<file path="config.mk">
export PLATFORM = sky130hd
export DESIGN_NAME = ifu_fetch_ctrl
export DESIGN_NICKNAME = d
export VERILOG_FILES = /design/src/rtl/ifu_pkg.sv /design/src/rtl/ifu_addr_check.sv /design/src/rtl/ifu_fetch_ctrl.sv
export SDC_FILE = /design/constraint.sdc
export NUM_CORES = 1
export LEC_CHECK = 0
export BUFFER_PORTS_ARGS = -buffer_cell sky130_fd_sc_hd__buf_2
export CELL_PAD_IN_SITES_DETAIL_PLACEMENT = 1
export CELL_PAD_IN_SITES_GLOBAL_PLACEMENT = 1
export CORE_ASPECT_RATIO = 0.7
export CORE_MARGIN = 4
export CORE_UTILIZATION = 29
export CTS_CLUSTER_DIAMETER = 30
export CTS_CLUSTER_SIZE = 10
export DETAILED_ROUTE_END_ITERATION = 10
export HOLD_SLACK_MARGIN = 0.1
export PLACE_DENSITY_LB_ADDON = 0.1
export SLEW_MARGIN = 20
export SYNTH_ARGS = -nofsm -noshare
export SYNTH_HDL_FRONTEND = slang
export SYNTH_SLANG_ARGS = --single-unit
</file>
<file path="constraint.sdc">
create_clock -name clk -period 1.9 [get_ports clk]
set_input_delay 0.19 -clock clk [delete_from_list [all_inputs] [get_ports clk]]
set_output_delay 0.19 -clock clk [all_outputs]
set_load 0.02 [all_outputs]
</file>
<file path="src/rtl/ifu_pkg.sv">
// Shared types and default constants for the instruction fetch unit.
package ifu_pkg;

  // Fetch sequencer states: idle/issuing, waiting for a live response,
  // or waiting to swallow a response made stale by a redirect.
  typedef enum logic [1:0] {
    IDLE = 2'd0,
    WAIT = 2'd1,
    DROP = 2'd2
  } fetch_state_e;

  // Instruction word carried by an address-error marker.
  localparam logic [31:0] NOP_INSTR      = 32'h0000_0000;

  localparam logic [31:0] DEF_RESET_PC   = 32'h0000_3000;
  localparam logic [31:0] DEF_EXC_PC     = 32'h0000_4180;
  localparam logic [31:0] DEF_IMEM_BASE  = 32'h0000_3000;
  localparam logic [31:0] DEF_IMEM_LIMIT = 32'h0000_6FFC;

endpackage

</file>
<file path="src/rtl/ifu_addr_check.sv">
// Fetch address legality: word aligned and inside the inclusive
// instruction memory window. Purely combinational.
module ifu_addr_check
  import ifu_pkg::*;
#(
  parameter int unsigned           ADDR_W     = 32,
  parameter logic [ADDR_W-1:0]     IMEM_BASE  = ADDR_W'(DEF_IMEM_BASE),
  parameter logic [ADDR_W-1:0]     IMEM_LIMIT = ADDR_W'(DEF_IMEM_LIMIT)
) (
  input  logic [ADDR_W-1:0] addr_i,
  output logic              addr_ok_o
);

  logic aligned;
  logic in_range;

  // Unsigned full-width compares against both window ends.
  assign aligned   = (addr_i[1:0] == 2'b00);
  assign in_range  = (addr_i >= IMEM_BASE) && (addr_i <= IMEM_LIMIT);
  assign addr_ok_o = aligned && in_range;

endmodule

</file>
<file path="src/rtl/ifu_fetch_ctrl.sv">
// Instruction fetch controller: owns the fetch PC, issues one request at a
// time to instruction memory, buffers the returned word for D, and handles
// exception/eret redirects, stalls and address-error markers.
module ifu_fetch_ctrl
  import ifu_pkg::*;
#(
  parameter int unsigned       ADDR_W     = 32,
  parameter logic [ADDR_W-1:0] RESET_PC   = ADDR_W'(DEF_RESET_PC),
  parameter logic [ADDR_W-1:0] EXC_PC     = ADDR_W'(DEF_EXC_PC),
  parameter logic [ADDR_W-1:0] IMEM_BASE  = ADDR_W'(DEF_IMEM_BASE),
  parameter logic [ADDR_W-1:0] IMEM_LIMIT = ADDR_W'(DEF_IMEM_LIMIT)
) (
  input  logic              clk,
  input  logic              reset,
  input  logic              exc_req,
  input  logic              eret,
  input  logic [ADDR_W-1:0] epc,
  input  logic              stall,
  input  logic [ADDR_W-1:0] npc,
  output logic              imem_req_valid,
  output logic [ADDR_W-1:0] imem_req_addr,
  input  logic              imem_req_ready,
  input  logic              imem_resp_valid,
  input  logic [31:0]       imem_resp_data,
  output logic              f_valid,
  output logic [31:0]       f_instr,
  output logic [ADDR_W-1:0] f_pc,
  output logic              f_adel
);

  fetch_state_e      state_q, state_d;
  logic [ADDR_W-1:0] pc_q, pc_d;
  logic [31:0]       instr_q, instr_d;
  logic              valid_q, valid_d;
  logic              adel_q, adel_d;

  logic              addr_ok;
  logic              redirect;
  logic [ADDR_W-1:0] redirect_pc;
  logic              req_fire;
  logic              consume;

  ifu_addr_check #(
    .ADDR_W     (ADDR_W),
    .IMEM_BASE  (IMEM_BASE),
    .IMEM_LIMIT (IMEM_LIMIT)
  ) u_addr_check (
    .addr_i    (pc_q),
    .addr_ok_o (addr_ok)
  );

  // exc_req outranks eret when both arrive together.
  assign redirect    = exc_req || eret;
  assign redirect_pc = exc_req ? EXC_PC : epc;

  // Request only from an empty buffer with a legal PC; reset and redirect
  // both suppress it so nothing leaves for an address about to change.
  assign imem_req_valid = reset && (state_q == IDLE) && !valid_q && addr_ok && !redirect;
  assign imem_req_addr  = pc_q;
  assign req_fire       = imem_req_valid && imem_req_ready;
  assign consume        = valid_q && !stall && !redirect;

  assign f_valid = valid_q;
  assign f_instr = instr_q;
  assign f_pc    = pc_q;
  assign f_adel  = adel_q;

  // Next-state: redirect first, otherwise fetch sequencing plus consume.
  always_comb begin
    state_d = state_q;
    pc_d    = pc_q;
    instr_d = instr_q;
    valid_d = valid_q;
    adel_d  = adel_q;

    if (redirect) begin
      pc_d    = redirect_pc;
      valid_d = 1'b0;
      adel_d  = 1'b0;
      case (state_q)
        // A response landing in the redirect cycle closes the transaction
        // immediately; otherwise it is still owed and must be swallowed.
        WAIT:    state_d = imem_resp_valid ? IDLE : DROP;
        // Repeated redirects while draining only move the PC; the one
        // outstanding response still ends the drain when it shows up.
        DROP:    state_d = imem_resp_valid ? IDLE : DROP;
        default: state_d = IDLE;
      endcase
    end else begin
      case (state_q)
        IDLE: begin
          if (req_fire) begin
            state_d = WAIT;
          end else if (!valid_q && !addr_ok) begin
            // Bad PC: hand D a marker instead of touching memory.
            valid_d = 1'b1;
            adel_d  = 1'b1;
            instr_d = NOP_INSTR;
          end
        end
        WAIT: begin
          if (imem_resp_valid) begin
            instr_d = imem_resp_data;
            valid_d = 1'b1;
            adel_d  = 1'b0;
            state_d = IDLE;
          end
        end
        DROP: begin
          if (imem_resp_valid) state_d = IDLE;
        end
        default: state_d = IDLE;
      endcase

      if (consume) begin
        valid_d = 1'b0;
        adel_d  = 1'b0;
        pc_d    = npc;
      end
    end
  end

  // State register with synchronous active-low reset.
  always_ff @(posedge clk) begin
    if (!reset) begin
      state_q <= IDLE;
      pc_q    <= RESET_PC;
      instr_q <= NOP_INSTR;
      valid_q <= 1'b0;
      adel_q  <= 1'b0;
    end else begin
      state_q <= state_d;
      pc_q    <= pc_d;
      instr_q <= instr_d;
      valid_q <= valid_d;
      adel_q  <= adel_d;
    end
  end

endmodule

</file>
Word-level counts from Yosys, hierarchy flattened
Cells that the tools add are included.
Widths: inputs -> output; s select.

storage, ports and cells
  flip-flop bits (word level) = 68
  input port bits = 103
  output and inout port bits = 99

operators by class
  reduce and logical (&&, ||, !) cells = 24
  equal/unequal tests = 7
  $lt $le $gt $ge = 2
  bitwise logic cells = 2
  mux-type cells = 19

operators by type and width
  kind                  number
  $mux 32               6
  $pmux 32 s2           1
  $ge 32x14->1 const B  1
  $le 32x15->1 const B  1
  $logic_and 1x1->1     10
  $mux 2                5
  $reduce_and 5->1      1
  $logic_not 1->1       4
  $logic_not 2->1       2
  $mux 1                4
  $ne 2x2->1 const B    2
  $pmux 1 s2            2
  $pmux 2 s2            1
  $reduce_and 4->1      1
  $reduce_bool 2->1     2
  $ne 3x1->1 const B    1
  $ne 3x3->1 const B    1
  $reduce_or 3->1       1
  $eq 2x1->1 const B    1
  $eq 2x2->1 const B    1
  $ne 2x1->1 const B    1
  $not 1->1             2
  $reduce_and 2->1      1
  $reduce_or 2->1       1
  $logic_or 1x1->1      1

Depth between registers and ports, before layout
  word-level depth = 9
  gate-level depth with buffers = 8
  depth with buffers taken out = 7

By module
From an unflattened synthesis, not the netlist that was laid out.

unflattened totals
  cells, all modules = 330
  area total of the unflattened synthesis = 3335.7 um2

by module, submodules not included
  module          area each (um2)  cells an instance  instances
  ifu_fetch_ctrl  3253.1           321                1
  ifu_addr_check  82.6             9                  1

Least setup slack after synthesis
No wires, ideal clock.

  kind = reg-to-output
  start = reg pc_q[14], in the netlist f_pc[14]
  end = out imem_req_valid
  path buffers = 0
  data required time = 1.710 ns
  path slack = 0.058 ns
  stages on the path, launching flop included = 4
  arrival = 1.652 ns
  cells stage by stage = dfxtp_1 > a21boi_0 > o2111ai_1 > nor4_1

on the way
  cells in the longest elaborated chain, start to end = 5

ends and longest elaborated chain
  item                                          RTL line               source
  start, declared                               ifu_fetch_ctrl.sv:32   logic [ADDR_W-1:0] pc_q, pc_d;
  start signal, assigned                        ifu_fetch_ctrl.sv:133  pc_q <= pc_d;
  $ge 32x14->1 or $le 32x15->1 (tied branches)  ifu_addr_check.sv:19   assign in_range = (addr_i >= IMEM_BASE) && (addr_i <= IMEM_LIMIT);
  $logic_and 1x1->1 (*)                         ifu_addr_check.sv:19
  $logic_and 1x1->1 (*)                         ifu_addr_check.sv:20   assign addr_ok_o = aligned && in_range;
  $logic_and 1x1->1 (*) (2 in a row)            ifu_fetch_ctrl.sv:58   assign imem_req_valid = reset && (state_q == IDLE) && !valid_q && addr_ok && !redirect;
  end, declared                                 ifu_fetch_ctrl.sv:20   output logic imem_req_valid,

Every way passes the cells marked *; elsewhere a longest branch is shown, timed or not.

Worst setup path after layout
  start = reg pc_q[27], in the netlist f_pc[27]
  end = out imem_req_valid

Same word-level chain as after synthesis.

==> flow_metrics.tcl <==
set metrics [dict create \
    run_status "completed" \
    yosys.cell_types.count 37 \
    drive_above_1_share_pct 46.2 \
    cts_max_path_buffers 2 \
    synth_largest_area_cell "sky130_fd_sc_hd__dfxtp_1" \
    path_max_fanout 4 \
    drc 0 \
    synth_enable_flop_cells 0 \
    power.density_cell_area_nw_per_um2 849 \
    average_wire_per_standard_cell_um 16.0 \
    clk_pin_slew_worst_paths_ns 0.05 \
    synth_area_leaders "sky130_fd_sc_hd__dfxtp_1 43%, sky130_fd_sc_hd__mux2i_1 9.2%, sky130_fd_sc_hd__o21ai_0 8.6%" \
    data_required_critical_path_ns 1.71 \
    hpwlAfterDp_um 7960 \
    num-fill-cells 1271 \
    r2r_cells 9 \
    design.die.area_um2 12600 \
    worst_pin_slew_ns 0.568 \
    port_buffer_count 201 \
    max_slew_margin_pct 61.8 \
    netlist_area_um2 3150 \
    clk_latency_ns 0.32 \
    setup-violations-final 0 \
    critical_path.reg2reg.startpoint "f_pc[27]" \
    finalNetCount 665 \
    setup.worst_path.class "register to primary output" \
    cts_root_buf "sky130_fd_sc_hd__clkbuf_16" \
    totalNegativeSetupSlack_ns 0 \
    finalWirelength_um 11200 \
    ys.warnings.count 0 \
    pin_count 202 \
    timing.critical_path.to_type "primary output" \
    initial_utilization_pct 30.1 \
    first_global_vias 3234 \
    global_route_wire_length_before_repair_um 16500 \
    syn_nets 472 \
    cp-startpoint "f_pc[27]" \
    place.gp.congestion 0.758 \
    area_growth_syn_to_layout_pct 51.5 \
    synth_ff_type "sky130_fd_sc_hd__dfxtp_1" \
    drt_iter0_drc 82 \
    achievable-frequency_mhz 531 \
    cts_tree "yes" \
    min_period_over_period_pct 99.2 \
    worst_slack_at_placement_ns -0.00989 \
    postSynthCellCount 367 \
    route.vias.total 3262 \
    crit_path_end "imem_req_valid" \
    rsz0062_at_grt "yes" \
    fin_total_pwr_w 0.00405 \
    detail-route-antenna-nets 0 \
    standard_cell_rows 31 \
    period_minus_slack_ns 1.88 \
    synthArstFlopShare_pct 0 \
    setup_slack_ns 0.0154 \
    cp.arrival_ns 1.69 \
    postSynthRegisterBits 68 \
    grt.total_usage_pct 16.1 \
    antenna_cells 0 \
    global_route.overflow_total 0 \
    die_height_um 95.2 \
    timing.clock.skew_ns 0.00456 \
    peak_supply_drop_mv 0.539 \
    r2r-end "f_instr[25]" \
    final-max-slew-violation-count 0 \
    design.core.area_um2 10500 \
    clock_sinks 68 \
    postLayoutCoreUtil_pct 45.6 \
    synth-seq-area-share_pct 43.2 \
    power_leakage_nw 2.30 \
    grt_start_max_net_pins 65 \
    drt-pass1-iter-count 4 \
    synth_top_area_share_pct 43.2 \
    reg2reg_setup_slack_ns 0.07 \
    final_hold_viol_count 0 \
    synthesis.area_per_instance_um2 8.58 \
    cts_htree_levels 3 \
    cts_inserted_buffers 9 \
    worstSetupStartpointType "register" \
    antenna_found_initial 0 \
    die-width_um 133 \
    maxCapViolations 0 \
    routed_via_density 4.68 \
    kind_of_path_behind_the_tightest_hold_check "input port to register" \
]
[stage by stage]
step	std cells	hold slack, ns	area [um2]
global route	697	0.101	4770
detailed placement	655	0.441	4060
global placement	655	0.433	4060
floorplan	367	0.323	3150
finish	697	0.101	4770
CTS	686	0.100	4570
[synthesized netlist by cell type, types with 3 or more instances]
library cell,instances
sky130_fd_sc_hd__dfxtp_1,68
sky130_fd_sc_hd__mux2i_1,29
sky130_fd_sc_hd__nor4_1,4
sky130_fd_sc_hd__nand2_1,64
sky130_fd_sc_hd__buf_6,3
sky130_fd_sc_hd__buf_2,6
sky130_fd_sc_hd__o21ai_0,54
sky130_fd_sc_hd__buf_4,33
sky130_fd_sc_hd__nand2b_1,3
sky130_fd_sc_hd__nand3_1,35
sky130_fd_sc_hd__inv_1,3
sky130_fd_sc_hd__o21ai_1,8
sky130_fd_sc_hd__nor2b_1,5
sky130_fd_sc_hd__o311ai_0,3
sky130_fd_sc_hd__a21oi_1,3
sky130_fd_sc_hd__nor2_1,7
sky130_fd_sc_hd__clkbuf_1,12
[metal layers]
layer / global-route usage [%] / vias to the layer above / wire length, um
li1: - / 1630 / -
met1: 20.5 / 1518 / 5310
met2: 27.2 / 105 / 5140
met3: 4.80 / 9 / 626
met4: 3.63 / 0 / 88
met5: 0 / - / 0
[registers in the layout, summed over array words and instances (netlist names)]
register / count
f_valid: 1
state_q: 2
f_adel: 1
f_instr: 32
f_pc: 32
[worst max-delay path, stage by stage, from the launching register on]
cell and delay (ns):
sky130_fd_sc_hd__dfxtp_2 0.34, sky130_fd_sc_hd__nor4_4 0.28, sky130_fd_sc_hd__buf_4 0.15, sky130_fd_sc_hd__nand3b_1 0.12, sky130_fd_sc_hd__nor4_2 0.29, sky130_fd_sc_hd__buf_4 0.19
[worst min-delay path by stage]
stage | startpoint | slack, ns | depth (start not counted) | end
2_1_floorplan | imem_resp_data[10] | 0.32 | 2 | f_instr[10]
3_3_place_gp | imem_resp_data[30] | 0.43 | 3 | f_instr[30]
3_5_place_dp | imem_resp_data[7] | 0.44 | 3 | f_instr[7]
4_1_cts | imem_resp_data[9] | 0.10 | 3 | f_instr[9]
5_1_grt | imem_resp_data[3] | 0.10 | 3 | f_instr[3]
6_report | imem_resp_data[27] | 0.10 | 3 | f_instr[27]
[power by group]
group / internal (W) / switching (W)
Combinational: 0.000314 / 0.000359
Sequential: 0.00147 / 0.0000478
Clock: 0.00125 / 0.000609
Total: 0.00304 / 0.00102
[timing repair]
| action | 4_1_cts | 5_1_grt |
|---|---|---|
| endpoints found under the hold margin | 13 | 0 |
| setup endpoints to repair | 32 | 35 |
| hold buffers | 13 | 0 |
| gates resized for setup | 7 | 25 |
| buffers inserted | 2 | 5 |
| pin swaps | 4 | 5 |
| cloned | 0 | 6 |
[cells by family after synthesis]
logic type / Yosys count / share of synthesized area, %
compound gates: 79 / 14.7
flops: 68 / 43.2
buf+inv: 59 / 12.0
mux: 29 / 9.22
simple gates: 130 / 20.1
fa+ha+maj: 2 / 0.794
[cell usage in the layout (no fill, tap or decap), drive strengths merged]
cell type and n:
inv 3, or3 1, and2 1, or2b 1, o2111ai 2, o221a 1
nand3b 2, nand3 35, o21ai 62, mux2i 29, clkinv 2, o211ai 2
buf 222, or2 1, a2111oi 2, nand4b 1, dfxtp 68, a21o 1
o21a 2, nor2 7, nand2b 3, a21oi 3, a21boi 1, and3b 1
nor2b 5, o311ai 3, nand2 64, clkbuf 15, nor4 6, nor3 2
ha 2, dlygate4sd3 13, bufinv 2
[cell type report]
cell class / instances / area, um2 / area share (%)
repair buffers: 238 / 1420 / 29.8
multi-input cells: 240 / 1460 / 30.6
clock inverters: 4 / 70.1 / 1.47
inverters: 3 / 11.3 / 0.236
well taps: 132 / 165 / 3.46
clock buffers: 12 / 267 / 5.59
flip-flops and latches: 68 / 1370 / 28.8
Note: power is estimated with default switching activity, not from simulation.
